### src/rtl/au_req_arbiter.sv
// Two-requester round-robin front end for a shared multi-cycle arithmetic unit.
// One operation in flight; divide-by-zero short-circuits and a hung unit is timed out.
module au_req_arbiter #(
    parameter int WIDTH   = 32,
    parameter int TIMEOUT = 64
) (
    input  logic             clk,
    input  logic             rst,
    input  logic [1:0]       req_valid,
    output logic [1:0]       req_ready,
    input  logic [WIDTH-1:0] req0_a,
    input  logic [WIDTH-1:0] req0_b,
    input  logic [1:0]       req0_op,
    input  logic [WIDTH-1:0] req1_a,
    input  logic [WIDTH-1:0] req1_b,
    input  logic [1:0]       req1_op,
    output logic             au_start,
    output logic [WIDTH-1:0] au_a,
    output logic [WIDTH-1:0] au_b,
    output logic [1:0]       au_op,
    input  logic             au_done,
    input  logic [WIDTH-1:0] au_hi,
    input  logic [WIDTH-1:0] au_lo,
    output logic             rsp_valid,
    input  logic             rsp_ready,
    output logic             rsp_id,
    output logic [WIDTH-1:0] rsp_hi,
    output logic [WIDTH-1:0] rsp_lo,
    output logic             rsp_zero,
    output logic             rsp_err
);

    localparam logic [1:0] S_IDLE  = 2'd0;
    localparam logic [1:0] S_ISSUE = 2'd1;
    localparam logic [1:0] S_WAIT  = 2'd2;
    localparam logic [1:0] S_RESP  = 2'd3;

    localparam int CW = (TIMEOUT > 2) ? $clog2(TIMEOUT) : 1;
    localparam logic [CW-1:0] CNT_LAST = CW'(TIMEOUT - 1);

    logic [1:0]       state_reg, state_next;
    logic             rr_ptr_reg, rr_ptr_next;
    logic [CW-1:0]    cnt_reg, cnt_next;
    logic [WIDTH-1:0] a_reg, a_next;
    logic [WIDTH-1:0] b_reg, b_next;
    logic [1:0]       op_reg, op_next;
    logic             id_reg, id_next;
    logic             rsp_valid_reg, rsp_valid_next;
    logic             rsp_id_reg, rsp_id_next;
    logic [WIDTH-1:0] rsp_hi_reg, rsp_hi_next;
    logic [WIDTH-1:0] rsp_lo_reg, rsp_lo_next;
    logic             rsp_zero_reg, rsp_zero_next;
    logic             rsp_err_reg, rsp_err_next;

    logic             any_valid;
    logic             grant_id;
    logic             accept;
    logic [WIDTH-1:0] sel_a, sel_b;
    logic [1:0]       sel_op;
    logic [WIDTH-1:0] done_hi;

    assign any_valid = |req_valid;
    assign grant_id  = (req_valid == 2'b11) ? rr_ptr_reg : req_valid[1];
    assign accept    = (state_reg == S_IDLE) && any_valid;
    assign sel_a     = grant_id ? req1_a  : req0_a;
    assign sel_b     = grant_id ? req1_b  : req0_b;
    assign sel_op    = grant_id ? req1_op : req0_op;

    // Add/sub results live on lo only; whatever the unit leaves on hi is discarded.
    assign done_hi = op_reg[1] ? au_hi : '0;

    generate
        for (genvar gi = 0; gi < 2; gi++) begin : g_ready
            assign req_ready[gi] = accept && (grant_id == gi[0]);
        end
    endgenerate

    always_comb begin
        state_next     = state_reg;
        rr_ptr_next    = rr_ptr_reg;
        cnt_next       = cnt_reg;
        a_next         = a_reg;
        b_next         = b_reg;
        op_next        = op_reg;
        id_next        = id_reg;
        rsp_valid_next = rsp_valid_reg;
        rsp_id_next    = rsp_id_reg;
        rsp_hi_next    = rsp_hi_reg;
        rsp_lo_next    = rsp_lo_reg;
        rsp_zero_next  = rsp_zero_reg;
        rsp_err_next   = rsp_err_reg;

        case (state_reg)
            S_IDLE: begin
                if (accept) begin
                    a_next  = sel_a;
                    b_next  = sel_b;
                    op_next = sel_op;
                    id_next = grant_id;
                    if (sel_op == 2'b11 && sel_b == '0) begin
                        rsp_valid_next = 1'b1;
                        rsp_id_next    = grant_id;
                        rsp_hi_next    = '0;
                        rsp_lo_next    = '0;
                        rsp_zero_next  = 1'b0;
                        rsp_err_next   = 1'b1;
                        state_next     = S_RESP;
                    end else begin
                        state_next = S_ISSUE;
                    end
                end
            end
            S_ISSUE: begin
                cnt_next   = '0;
                state_next = S_WAIT;
            end
            S_WAIT: begin
                cnt_next = cnt_reg + 1'b1;
                // A done arriving on the timeout cycle still counts as a good result.
                if (au_done) begin
                    rsp_valid_next = 1'b1;
                    rsp_id_next    = id_reg;
                    rsp_hi_next    = done_hi;
                    rsp_lo_next    = au_lo;
                    rsp_zero_next  = (done_hi == '0) && (au_lo == '0);
                    rsp_err_next   = 1'b0;
                    state_next     = S_RESP;
                end else if (cnt_reg == CNT_LAST) begin
                    rsp_valid_next = 1'b1;
                    rsp_id_next    = id_reg;
                    rsp_hi_next    = '0;
                    rsp_lo_next    = '0;
                    rsp_zero_next  = 1'b0;
                    rsp_err_next   = 1'b1;
                    state_next     = S_RESP;
                end
            end
            default: begin
                if (rsp_valid_reg && rsp_ready) begin
                    rsp_valid_next = 1'b0;
                    rr_ptr_next    = ~rsp_id_reg;
                    state_next     = S_IDLE;
                end
            end
        endcase
    end

    always_ff @(posedge clk) begin
        if (rst) begin
            state_reg     <= S_IDLE;
            rr_ptr_reg    <= 1'b0;
            cnt_reg       <= '0;
            a_reg         <= '0;
            b_reg         <= '0;
            op_reg        <= '0;
            id_reg        <= 1'b0;
            rsp_valid_reg <= 1'b0;
            rsp_id_reg    <= 1'b0;
            rsp_hi_reg    <= '0;
            rsp_lo_reg    <= '0;
            rsp_zero_reg  <= 1'b0;
            rsp_err_reg   <= 1'b0;
        end else begin
            state_reg     <= state_next;
            rr_ptr_reg    <= rr_ptr_next;
            cnt_reg       <= cnt_next;
            a_reg         <= a_next;
            b_reg         <= b_next;
            op_reg        <= op_next;
            id_reg        <= id_next;
            rsp_valid_reg <= rsp_valid_next;
            rsp_id_reg    <= rsp_id_next;
            rsp_hi_reg    <= rsp_hi_next;
            rsp_lo_reg    <= rsp_lo_next;
            rsp_zero_reg  <= rsp_zero_next;
            rsp_err_reg   <= rsp_err_next;
        end
    end

    assign au_start  = (state_reg == S_ISSUE);
    assign au_a      = a_reg;
    assign au_b      = b_reg;
    assign au_op     = op_reg;
    assign rsp_valid = rsp_valid_reg;
    assign rsp_id    = rsp_id_reg;
    assign rsp_hi    = rsp_hi_reg;
    assign rsp_lo    = rsp_lo_reg;
    assign rsp_zero  = rsp_zero_reg;
    assign rsp_err   = rsp_err_reg;

endmodule

### config.mk
export PLATFORM = sky130hd
export DESIGN_NAME = au_req_arbiter
export DESIGN_NICKNAME = d
export VERILOG_FILES = /design/src/rtl/au_req_arbiter.sv
export SDC_FILE = /design/constraint.sdc
export NUM_CORES = 1
export LEC_CHECK = 0
export CAP_MARGIN = 20
export CORE_AREA = 2 2 133 135
export DETAILED_ROUTE_END_ITERATION = 6
export DIE_AREA = 0 0 135 137
export GPL_ROUTABILITY_DRIVEN = 0
export PLACE_DENSITY_LB_ADDON = 0.1
export SLEW_MARGIN = 0
export SYNTH_ARGS = -nofsm -noshare
export SYNTH_HDL_FRONTEND = slang
export SYNTH_SLANG_ARGS = --single-unit
### constraint.sdc
create_clock -name clk -period 2.72 [get_ports clk]
set_clock_uncertainty 0.2 [all_clocks]
set_input_delay 0.408 -clock clk [delete_from_list [all_inputs] [get_ports clk]]
set_output_delay 0.408 -clock clk [all_outputs]
set_load 0.02 [all_outputs]
==> summary.md <==
| Metric | Value |
|---|---|
| Worst Path Class, Setup | in -> reg |
| Die area | 18500 um^2 |
| CTS resizes | 0 |
| Placed insts | 1135 |
| Cells after synthesis | 588 |
| Slew HR | 0.5323 |
| CTS tree | yes |
| Layout area overhead | 77.51% |
| CP Cell Sequence | clkdlybuf4s50_1 > or4b_1 > a2111oi_4 > a41o_2 > a41o_1 > a21oi_4 > buf_4 > a22o_1 |
| Worst EP required | 2.82 ns |
| Outcome | finished, final reports clean |
| Final setup TNS | 0 ns |
| Vias | 6253 |
| CP arrival | 2.75 ns |
| Core ar. | 17060 um^2 |
| CP max FO | 14 |
| Post-Syn Area | 5692 um^2 |
| DRC errors left | 0 |
| Average footprint of a synthesized cell | 9.680 um^2 |
| Fin nets | 1137 |
| Drt initial violations | 359 |
| Max Fclk | 378.3 MHz |
| Die H | 137 um |
| Largest net degree at the start of global routing | 61 |
| Synthesis Warnings | 0 |
| Num CTS Buffers | 17 |
| Post-synth net total | 796 |
| Count of state elements after synthesis | 144 |
| Max Buffers Root-to-Sink | 2 |
| DP HPWL | 16210 um |
| Design area | 10100 um^2 |
| RR Startpoint | rr_ptr_reg |
| Power Density | 832.3 nW/um^2 |
| Worst R2R Path Depth | 8 |
| Worst-skew pair later-pin latency | 0.42 ns |
| Final-report setup violation count | 0 |
| Async set-reset flop share out of synthesis | 0 |
| EDFF count, synth | 0 |
| Most used DFF post-synth | dfxtp_1 |
| Crit path max-delay family | compound AO/OA/AOI/OAI gates |
| Sequential area share after synthesis | 0.5065 |
| H-tree Lvls | 4 |
| RSZ-0062 raised after global routing | no |
| HP Start | rst |
| TritonRoute pass-1 iters | 6 |
| Max cap viols | 0 |
| HP Class | in -> reg |
| Number of port buffers | 338 |
| Fin cells | 1167 |
| WHS Endpoint | au_a[26] |
| VDD IR-drop max | 0.4668 mV |
| Layout cell share with drive strength beyond 1 | 0.08386 |
| CTS Sinks | 144 |
| Antenna violations before repair | 0 |
| Worst path bufs/invs | 2 |
| Worst setup SP type | input pin |
| Drt wl/cell | 18.21 um |
| Dpl cell area | 9482 um^2 |
| Gr usage total | 0.2212 |
| Starting density of the core | 0.3337 |
| Final wirelength | 21260 um |
| Lkg Pwr | 3.766 nW |
| Reg-to-reg slack, setup | 0.42 ns |
| Hold_buf cts | 0 |
| Hold WS | 0.2098 ns |
| Routed Antenna Nets | 0 |
| CP peak stage delay | 0.58 ns |
| Hold depth | 2 |
| Slew Viols, Final | 0 |
| First-pass GRT wire length | 32140 um |
| Crit path capture type | flip-flop |
| Worst-path clk slew | 0.07 ns |
| Actual slew at the worst max-slew pin | 0.7016 ns |
| Worst reg2reg endpoint | rsp_hi[24] |
| Antenna cells | 0 |
| FP Rows | 48 |
| Hold Violations, Final | 0 |
| I/O pin count | 339 |
| Crit path time final | 2.644 ns |
| Vias in the first global route | 6132 |
| Critical Path Slowest Stage Cell | or4b_1 |
| Overflow after GRT | 0 |
| Via-to-Cell Ratio | 5.358 |
| Final worst path period share | 0.9719 |
| Die Wd | 135 um |
| Unique masters post-synth | 44 |
| Post-CTS Setup Bufs | 0 |
| Clk root buf | clkbuf_16 |
-- area by class of cell --
class,count,area (um^2)
Sequential cell,144,2883
Fill cell,1495,6953
Clock buffer,19,442.9
Inverter,8,30.03
Timing Repair Buffer,371,3701
Tap cell,225,281.5
Clock inverter,13,176.4
Multi-Input combinational cell,387,2589
-- power breakdown --
part	leakage, nW	total [W]	internal (W)	switching, W
logic	2.30	0.00332	0.00150	0.00181
clock network	0.293	0.00243	0.00149	0.000944
registers	1.18	0.00266	0.00246	0.000202
total	3.77	0.00841	0.00545	0.00296
-- metrics by stage --
| step | util | power [W] | setup slack [ns] |
|---|---|---|---|
| 2_1_floorplan | - | 0.004451 | 0.2605 |
| 3_3_place_gp | 0.5559 | 0.005951 | -0.3214 |
| 3_5_place_dp | 0.5559 | 0.006027 | -0.3634 |
| 4_1_cts | 0.5922 | 0.008488 | 0.03699 |
| 5_1_grt | 0.5924 | 0.008868 | 0.005682 |
| 6_report | 0.5924 | 0.008409 | 0.07636 |
-- per-layer routing --
metal / global-route usage / vias to the layer above / routed length [um]
li1: - / 2955 / -
met3: 0.06593 / 38 / 1808
met1: 0.2609 / 2954 / 8375
met4: 0.09028 / 0 / 478
met2: 0.3768 / 306 / 10590
met5: 0 / - / 0
-- layout by cell type (no fill, tap or decap), drive strengths merged, types with 4 or more instances in the layout --
master	netlist	final
nand2	75	75
a22o	32	32
a311oi	36	36
clkbuf	36	19
o21ai	4	4
buf	13	35
nor2	86	86
xor2	4	4
nor4	23	23
clkdlybuf4s50	0	335
nor3	7	7
nand4	9	9
a21oi	8	8
inv	8	13
a32o	33	33
nand3	5	5
a222oi	32	32
mux2i	4	4
ha	6	6
dfxtp	144	144
-- worst reg2reg max path, cell delays in order (launching register included) --
cell and delay (ns):
dfxtp_1 0.31, nand2b_1 0.15, buf_4 0.16, a2111oi_4 0.37, a41o_2 0.22, a41o_1 0.26, a21oi_4 0.11, buf_4 0.22
a22o_1 0.20
-- worst max path at each step --
stage | start | to | slack (ns) | cells past startpoint
global route | req0_b[11] | rsp_hi[24] | 0.006 | 8
finish | req0_b[11] | rsp_hi[24] | 0.08 | 8
global placement | req0_b[1] | rsp_lo[11] | -0.32 | 8
CTS | req_valid[0] | req_ready[1] | 0.04 | 6
floorplan | req0_b[1] | rsp_lo[23] | 0.26 | 7
detailed placement | req0_b[1] | rsp_hi[24] | -0.36 | 8
-- cell families (layout without fill, tap and decap cells) --
logic type | Yosys count | after routing | synth area share
AO/OA/AOI/OAI | 156 | 156 | 0.2524
AND/OR/NAND/NOR | 216 | 216 | 0.1688
multiplexers | 4 | 4 | 0.007694
XOR/XNOR | 5 | 5 | 0.007694
buffers and inverters | 57 | 411 | 0.04375
adder cells (fa/ha/maj) | 6 | 6 | 0.01319
flip-flops | 144 | 144 | 0.5065
-- Yosys cell counts, drive strengths merged, types with 2 or more instances --
library cell,number,area share
nor3,7,0.0062
buf,13,0.015
nor4,23,0.025
nor2,86,0.057
dfxtp,144,0.51
a32o,33,0.058
xor2,4,0.0062
nand2b,2,0.0022
nand3,5,0.0066
a222oi,32,0.056
ha,6,0.013
o21ai,4,0.0042
nand4,9,0.0099
nand2,75,0.049
a21oi,8,0.0077
inv,8,0.0053
a41o,2,0.0037
a21o,3,0.0040
a211oi,2,0.0048
clkbuf,36,0.024
a22o,32,0.049
mux2i,4,0.0077
a311oi,36,0.055
nor4b,2,0.0031
No activity file was read; power rests on OpenSTA's default activity.
